<file path="config.mk">
export PLATFORM = sky130hd
export DESIGN_NAME = revaluate_inverse_top_flat
export DESIGN_NICKNAME = d
export VERILOG_FILES = /design/src/rtl/revaluate_pkg.sv /design/src/rtl/revaluate_inverse_if.sv /design/src/rtl/revaluate_inverse_inv_chi_row.sv /design/src/rtl/revaluate_inverse_top.sv /design/src/flat_wrapper.sv
export SDC_FILE = /design/constraint.sdc
export NUM_CORES = 2
export LEC_CHECK = 0
export ABC_AREA = 1
export BUFFER_PORTS_ARGS = -buffer_cell sky130_fd_sc_hd__buf_2
export CAP_MARGIN = 20
export CORE_ASPECT_RATIO = 1.5
export CORE_MARGIN = 2
export CORE_UTILIZATION = 40
export DETAILED_ROUTE_END_ITERATION = 16
export PLACE_DENSITY = 0.63
export SKIP_CTS_REPAIR_TIMING = 1
export SLEW_MARGIN = 40
export SYNTH_ARGS = -nofsm -noshare
export SYNTH_HDL_FRONTEND = slang
export SYNTH_SLANG_ARGS = --single-unit
</file>
<file path="constraint.sdc">
create_clock -name clk -period 2.75 [get_ports clk]
set_clock_uncertainty 0.15 [all_clocks]
set_input_delay 0.1375 -clock clk [delete_from_list [all_inputs] [get_ports clk]]
set_output_delay 0.1375 -clock clk [all_outputs]
set_load 0.02 [all_outputs]
</file>
<file path="src/rtl/revaluate_pkg.sv">
// Shared types and constants for the revaluate (chi row step) encoder/decoder stages.
// Latency: n/a (package only).
// Backpressure: n/a (package only).
// Contents: lane/address widths, row and plane counts, controller state encoding,
//           and the forward row step chi_row.
package revaluate_pkg;

  localparam int LANE_W = 64;
  localparam int ADDR_W = 5;
  localparam int ROW_W  = 5;
  localparam int PLANES = 5;

  typedef enum logic [2:0] {
    IDLE,
    READ,
    WAIT,
    COMPUTE,
    WRITE,
    DONE
  } state_t;

  // Forward row step: b[x] = a[x] ^ (~a[x+1] & a[x+2]), indices mod 5.
  function automatic logic [ROW_W-1:0] chi_row(input logic [ROW_W-1:0] a);
    logic [ROW_W-1:0] b;
    b = '0;
    for (int x = 0; x < ROW_W; x++) begin
      b[x] = a[x] ^ (~a[(x + 1) % ROW_W] & a[(x + 2) % ROW_W]);
    end
    return b;
  endfunction

endpackage

</file>
<file path="src/rtl/revaluate_inverse_if.sv">
// Bundle between the inverse row-step engine, its sequencer and the shared state RAM.
// Latency: n/a (wires only).
// Backpressure: none; start is a one-shot request, the RAM is always ready.
// Ports: start/busy/finish handshake; mem_raddr -> mem_rdata (1-cycle read);
//        mem_we/mem_waddr/mem_wdata write port.
interface revaluate_inverse_if #(
  parameter int LANE_W = revaluate_pkg::LANE_W,
  parameter int ADDR_W = revaluate_pkg::ADDR_W
);

  logic              start;
  logic              busy;
  logic              finish;
  logic [ADDR_W-1:0] mem_raddr;
  logic [LANE_W-1:0] mem_rdata;
  logic              mem_we;
  logic [ADDR_W-1:0] mem_waddr;
  logic [LANE_W-1:0] mem_wdata;

  // Engine side.
  modport slave (
    input  start,
    input  mem_rdata,
    output busy,
    output finish,
    output mem_raddr,
    output mem_we,
    output mem_waddr,
    output mem_wdata
  );

  // Sequencer / RAM side.
  modport master (
    output start,
    output mem_rdata,
    input  busy,
    input  finish,
    input  mem_raddr,
    input  mem_we,
    input  mem_waddr,
    input  mem_wdata
  );

endinterface

</file>
<file path="src/rtl/revaluate_inverse_inv_chi_row.sv">
// Inverse of the 5-bit chi row step, one bit-slice of a plane.
// Latency: combinational.
// Backpressure: none.
// Ports: row_in = {a4..a0} after chi, row_out = the unique preimage.
module inv_chi_row
  import revaluate_pkg::*;
(
  input  logic [ROW_W-1:0] row_in,
  output logic [ROW_W-1:0] row_out
);

  localparam int NUM_ROWS = 1 << ROW_W;

  // chi_row is a bijection on 5 bits, so scattering v into slot chi_row(v)
  // fills all 32 slots exactly once and yields the inverse table.
  function automatic logic [NUM_ROWS*ROW_W-1:0] build_inv_tbl();
    logic [NUM_ROWS*ROW_W-1:0] t;
    t = '0;
    for (int v = 0; v < NUM_ROWS; v++) begin
      t[int'(chi_row(ROW_W'(v)))*ROW_W +: ROW_W] = ROW_W'(v);
    end
    return t;
  endfunction

  localparam logic [NUM_ROWS*ROW_W-1:0] INV_TBL = build_inv_tbl();

  assign row_out = INV_TBL[int'(row_in)*ROW_W +: ROW_W];

endmodule

</file>
<file path="src/rtl/revaluate_inverse_top.sv">
// Decoder-side inverse of the chi row step over a 5x5xLANE_W state, rewritten in place.
// Latency: 12 cycles per plane; finish pulses 61 cycles after the start edge.
// Backpressure: start is only sampled in IDLE; requests while busy or in DONE are dropped.
// Ports: clk, rst_n (async, active-low); bus.slave carries start/busy/finish and the
//        state RAM read (1-cycle latency) and write ports.
module revaluate_inverse_top #(
  parameter int LANE_W = revaluate_pkg::LANE_W,
  parameter int ADDR_W = revaluate_pkg::ADDR_W
) (
  input  logic               clk,
  input  logic               rst_n,
  revaluate_inverse_if.slave bus
);

  import revaluate_pkg::*;

  state_t            state;
  state_t            state_nxt;
  logic [2:0]        x;
  logic [2:0]        y;
  logic              x_last;
  logic              y_last;
  logic              finish_q;
  logic [ADDR_W-1:0] addr;

  // Read-capture pipeline: the RAM answers one cycle after the address.
  logic              rd_vld;
  logic [2:0]        rd_idx;

  logic [LANE_W-1:0] r     [ROW_W];
  logic [LANE_W-1:0] r_inv [ROW_W];
  logic [LANE_W-1:0][ROW_W-1:0] slice_in;
  logic [LANE_W-1:0][ROW_W-1:0] slice_out;

  assign x_last = (x == 3'd4);
  assign y_last = (y == 3'd4);
  assign addr   = ADDR_W'(y) * ADDR_W'(ROW_W) + ADDR_W'(x);

  // ---------------- controller: state register and lane/plane counters
  always_ff @(posedge clk or negedge rst_n) begin
    if (!rst_n) begin
      state    <= IDLE;
      x        <= '0;
      y        <= '0;
      finish_q <= 1'b0;
    end else begin
      state    <= state_nxt;
      // Registered so finish lands in the first IDLE cycle, together with busy falling.
      finish_q <= (state == DONE);
      case (state)
        IDLE, DONE: begin
          x <= '0;
          y <= '0;
        end
        READ: begin
          x <= x_last ? 3'd0 : x + 3'd1;
        end
        WRITE: begin
          x <= x_last ? 3'd0 : x + 3'd1;
          if (x_last) begin
            y <= y_last ? 3'd0 : y + 3'd1;
          end
        end
        default: begin
        end
      endcase
    end
  end

  // ---------------- controller: next state
  always_comb begin
    state_nxt = state;
    case (state)
      IDLE:    if (bus.start) state_nxt = READ;
      READ:    if (x_last)    state_nxt = WAIT;
      WAIT:    state_nxt = COMPUTE;
      COMPUTE: state_nxt = WRITE;
      WRITE:   if (x_last)    state_nxt = y_last ? DONE : READ;
      DONE:    state_nxt = IDLE;
      default: state_nxt = IDLE;
    endcase
  end

  // ---------------- controller: outputs
  always_comb begin
    bus.busy      = (state != IDLE);
    bus.finish    = finish_q;
    bus.mem_we    = (state == WRITE);
    bus.mem_raddr = (state == READ)  ? addr : '0;
    bus.mem_waddr = (state == WRITE) ? addr : '0;
    bus.mem_wdata = '0;
    if (state == WRITE) begin
      for (int i = 0; i < ROW_W; i++) begin
        if (x == 3'(i)) bus.mem_wdata = r[i];
      end
    end
  end

  // ---------------- datapath: transpose lanes into 5-bit slices and back
  always_comb begin
    slice_in = '0;
    for (int z = 0; z < LANE_W; z++) begin
      for (int i = 0; i < ROW_W; i++) begin
        slice_in[z][i] = r[i][z];
      end
    end
  end

  for (genvar z = 0; z < LANE_W; z++) begin : g_slice
    inv_chi_row u_inv (
      .row_in  (slice_in[z]),
      .row_out (slice_out[z])
    );
  end

  always_comb begin
    for (int i = 0; i < ROW_W; i++) begin
      r_inv[i] = '0;
    end
    for (int z = 0; z < LANE_W; z++) begin
      for (int i = 0; i < ROW_W; i++) begin
        r_inv[i][z] = slice_out[z][i];
      end
    end
  end

  // ---------------- datapath: row buffer
  always_ff @(posedge clk or negedge rst_n) begin
    if (!rst_n) begin
      rd_vld <= 1'b0;
      rd_idx <= '0;
      for (int i = 0; i < ROW_W; i++) begin
        r[i] <= '0;
      end
    end else begin
      rd_vld <= (state == READ);
      rd_idx <= x;
      if (rd_vld) begin
        for (int i = 0; i < ROW_W; i++) begin
          if (rd_idx == 3'(i)) r[i] <= bus.mem_rdata;
        end
      end
      if (state == COMPUTE) begin
        for (int i = 0; i < ROW_W; i++) begin
          r[i] <= r_inv[i];
        end
      end
    end
  end

endmodule
</file>
<file path="src/flat_wrapper.sv">
// flat-port wrapper written by rule: the top's interface ports become plain ports
module revaluate_inverse_top_flat import revaluate_pkg::*;
#(
  parameter int LANE_W = revaluate_pkg::LANE_W,
  parameter int ADDR_W = revaluate_pkg::ADDR_W
)
  (clk, rst_n, bus_start, bus_mem_rdata, bus_busy, bus_finish, bus_mem_raddr, bus_mem_we, bus_mem_waddr, bus_mem_wdata);
  revaluate_inverse_if #(.LANE_W(LANE_W), .ADDR_W(ADDR_W)) bus_i ();
  input  logic clk;
  input  logic rst_n;
  input wire logic [$bits(bus_i.start)-1:0] bus_start;
  input wire logic [$bits(bus_i.mem_rdata)-1:0] bus_mem_rdata;
  output wire logic [$bits(bus_i.busy)-1:0] bus_busy;
  output wire logic [$bits(bus_i.finish)-1:0] bus_finish;
  output wire logic [$bits(bus_i.mem_raddr)-1:0] bus_mem_raddr;
  output wire logic [$bits(bus_i.mem_we)-1:0] bus_mem_we;
  output wire logic [$bits(bus_i.mem_waddr)-1:0] bus_mem_waddr;
  output wire logic [$bits(bus_i.mem_wdata)-1:0] bus_mem_wdata;
  assign bus_i.start = bus_start;
  assign bus_i.mem_rdata = bus_mem_rdata;
  assign bus_busy = bus_i.busy;
  assign bus_finish = bus_i.finish;
  assign bus_mem_raddr = bus_i.mem_raddr;
  assign bus_mem_we = bus_i.mem_we;
  assign bus_mem_waddr = bus_i.mem_waddr;
  assign bus_mem_wdata = bus_i.mem_wdata;
  revaluate_inverse_top #(.LANE_W(LANE_W), .ADDR_W(ADDR_W)) u_core (.clk(clk), .rst_n(rst_n), .bus(bus_i));
endmodule
</file>
==> results.cfg <==
[run_status]
status = finished with violations
violations = negative hold slack, negative setup slack

[placed_design]
io_buffers = 143
place_hpwl_um = 72450
dpl.cell_count = 7105
place.gp.congestion = 0.8758

[worst_setup_path]
path_max_fanout = 7
path_buf_inv = 5
slowest_stage = dfrtp_2
required_ps = 2460
startpoint_type = flip-flop
critPathMostFrequentCell = nand2_1
crit_arrival_ps = 2470
critPathKind = flip-flop to output port
cp_cell_sequence = inv_4 > ha_4 > inv_2 > nor2_4 > buf_12 > clkbuf_16 > nand2_1 > nand2_1 > nand3_1 > nand2_1 > nand2_1 > nand2_2 > buf_6
cpLargestDelayFamily = buffers and inverters
cpPeakStageDelay_ps = 450
end_kind = output port

[power]
sw_frac_of_total_pct = 55.20
p_int_w = 0.02140
p_leak_nw = 20.99
p_per_area_nw_per_um2 = 1225
p_switching_w = 0.02637
p_comb_share_pct = 63.3
vdd_drop_max_v = 0.0007710
p_seq_share_pct = 23.9
pwr-share-clk_pct = 12.8

[layout]
final_util_pct = 46.54
final_cell_mix = 2304 x nand2_1, 898 x nor2_1, 667 x nand3_1
multi_input_area_sq_um = 22300
drive_above_1_share_pct = 7.123
area.sequential_sq_um = 8366
nFillCells = 8832
mostFrequentLayoutCell = nand2_1
final_nets = 6393
syn_to_final_growth_pct = 15.22
num_antenna_cells = 0
final_cells = 7271

[synthesis]
syn_inst = 6075
synth.avg_cell_area_sq_um = 5.570
ys_warn_count = 0
yosysUniqueCellTypes = 27
synth-seq-cells = 334
syn-num-nets = 6350
yosysSeqAreaShare_pct = 24.70
synth_area_sq_um = 33830

[grt]
antenna_found_initial = 0
grt_pass1_vias = 34920
grt_usage_pct = 25.32
grt_pass1_wl_um = 179100
grt-ovfl-total = 0
grt_max_degree = 109

[sta]
finalHoldViolations = 5
rsz0062_at_grt = yes
worst_slew_margin_rel_pct = 45.26
slew_violations = 0
worst_pin_slew_ps = 821.0
finalCriticalPeriod_ps = 2754
fin_tns_setup_ps = -4.340
max_freq_ghz = 0.3631
setup_viol = 1
fin_crit_sh_pct = 100.2
hold_slack_ps = -43.23
setup_slack_ps = -4.340

[hold_path]
hp-class = input port to flip-flop

[route]
drc_errors = 0
dr.pass1.iters = 6
vias = 38040
drt_iter0_drc = 3183
wl_per_cell_um = 15.86
final_antenna_net_count = 0
viasPerCell = 5.231
routed_wl_um = 115300

[die]
dieArea_sq_um = 86980
die_w_um = 241.5
die_height_um = 360.2
rows = 130
core_area_sq_um = 83770
io_pins = 144
initial_utilization_pct = 40.39

[clock_tree]
root_buffer = clkbuf_16
h-tree-depth = 2
tritoncts = yes
clk_latency_ps = 610
cts-buffers-inserted = 42
clkTransAtPathRegs_ps = 70
cts.sinks = 334
clock_path_buffers = 3

[job]
drv_cap = 0
registers in the layout (all words and copies together) (netlist names):
| signal | flops |
|---|---|
| u_core.y | 3 |
| u_core.x | 3 |
| u_core.rd_vld | 1 |
| u_core.bus.finish | 1 |
| u_core.r | 320 |
| u_core.state | 3 |
| u_core.rd_idx | 3 |
power groups by stage:
stage	logic, W	registers (W)	clock network [W]
after floorplan	0.0231	0.00898	0
after global placement	0.0277	0.0113	0
after detailed placement	0.0283	0.0113	0
after CTS	0.0284	0.0113	0.00625
after global routing	0.0346	0.0118	0.00640
final	0.0302	0.0114	0.00610
Yosys cell counts (all sizes together):
| master | n | area share, % |
|---|---|---|
| nand2 | 2385 | 26 |
| nor2 | 902 | 10 |
| nand3 | 676 | 10 |
| inv | 606 | 6.7 |
| dfrtp | 334 | 25 |
| a21oi | 289 | 4.3 |
| o21ai | 222 | 3.3 |
| ha | 207 | 7.7 |
| buf | 154 | 2.2 |
| clkbuf | 151 | 1.7 |
| nand4 | 78 | 1.4 |
| nand3b | 22 | 0.49 |
| o21bai | 20 | 0.44 |
| or2 | 13 | 0.24 |
| clkinv | 9 | 0.10 |
| xnor2 | 3 | 0.078 |
| xor2 | 2 | 0.052 |
| a21o | 1 | 0.022 |
| fa | 1 | 0.059 |
final timing paths:
check / endpoint / slack (ps) / cells after the start / start
worst min register to register: u_core.rd_idx[0] / 320 / 0 / u_core.x[0]
worst max-delay path: bus_mem_wdata[1] / -4 / 13 / u_core.x[0]
worst max register to register: u_core.r[304] / 240 / 10 / u_core.state[2]
max in group asynchronous: u_core.r[184] / 880 / 4 / rst_n
min in group asynchronous: u_core.r[120] / 480 / 3 / rst_n
worst min-delay path: u_core.r[192] / -40 / 5 / bus_mem_rdata[0]
cell type report:
cell class                      instances  area share, %
Sequential cell                       334          21.46
Tap cell                             1122          3.601
Clock buffer                           61          3.222
Multi-Input combinational cell       4821          57.21
Inverter                              615          6.024
Clock inverter                         14         0.5103
Timing Repair Buffer                  303          7.953
Timing Repair inverter                  1        0.02247
worst register-to-register path, cell delays in order, from the launching register on:
cell and delay, ps:
dfrtp_1 490, inv_2 140, nand3_4 120, buf_12 350
buf_4 620, nand2_1 240, inv_1 100, nor2_1 50
nand2_1 80, nand2_1 50, inv_1 40
cell families after synthesis:
family / count (synthesis) / synth area share [%]
compound gates: 532 / 8.036
xor+xnor: 5 / 0.1295
fa+ha+maj: 208 / 7.714
buf+inv: 920 / 10.75
flops: 334 / 24.70
simple gates: 4076 / 48.67
per-layer routing:
layer | GRT usage, % | routed length, um | vias up
met1 | 30.68 | 47660 | 17670
met4 | 11.14 | 5134 | 0
li1 | - | - | 19060
met3 | 2.899 | 5888 | 271
met2 | 44.59 | 56640 | 1040
met5 | 0 | 0 | -
stage by stage:
step	setup slack [ps]	total power (W)	cell area, sq um
after floorplan	626.7	0.03206	33840
final	-4.340	0.04777	38980
after detailed placement	383.5	0.03963	35660
after global placement	388.6	0.03906	35650
after global routing	-61.94	0.05289	38980
after CTS	-254.3	0.04590	37120
(Power assumes the default switching activity.)
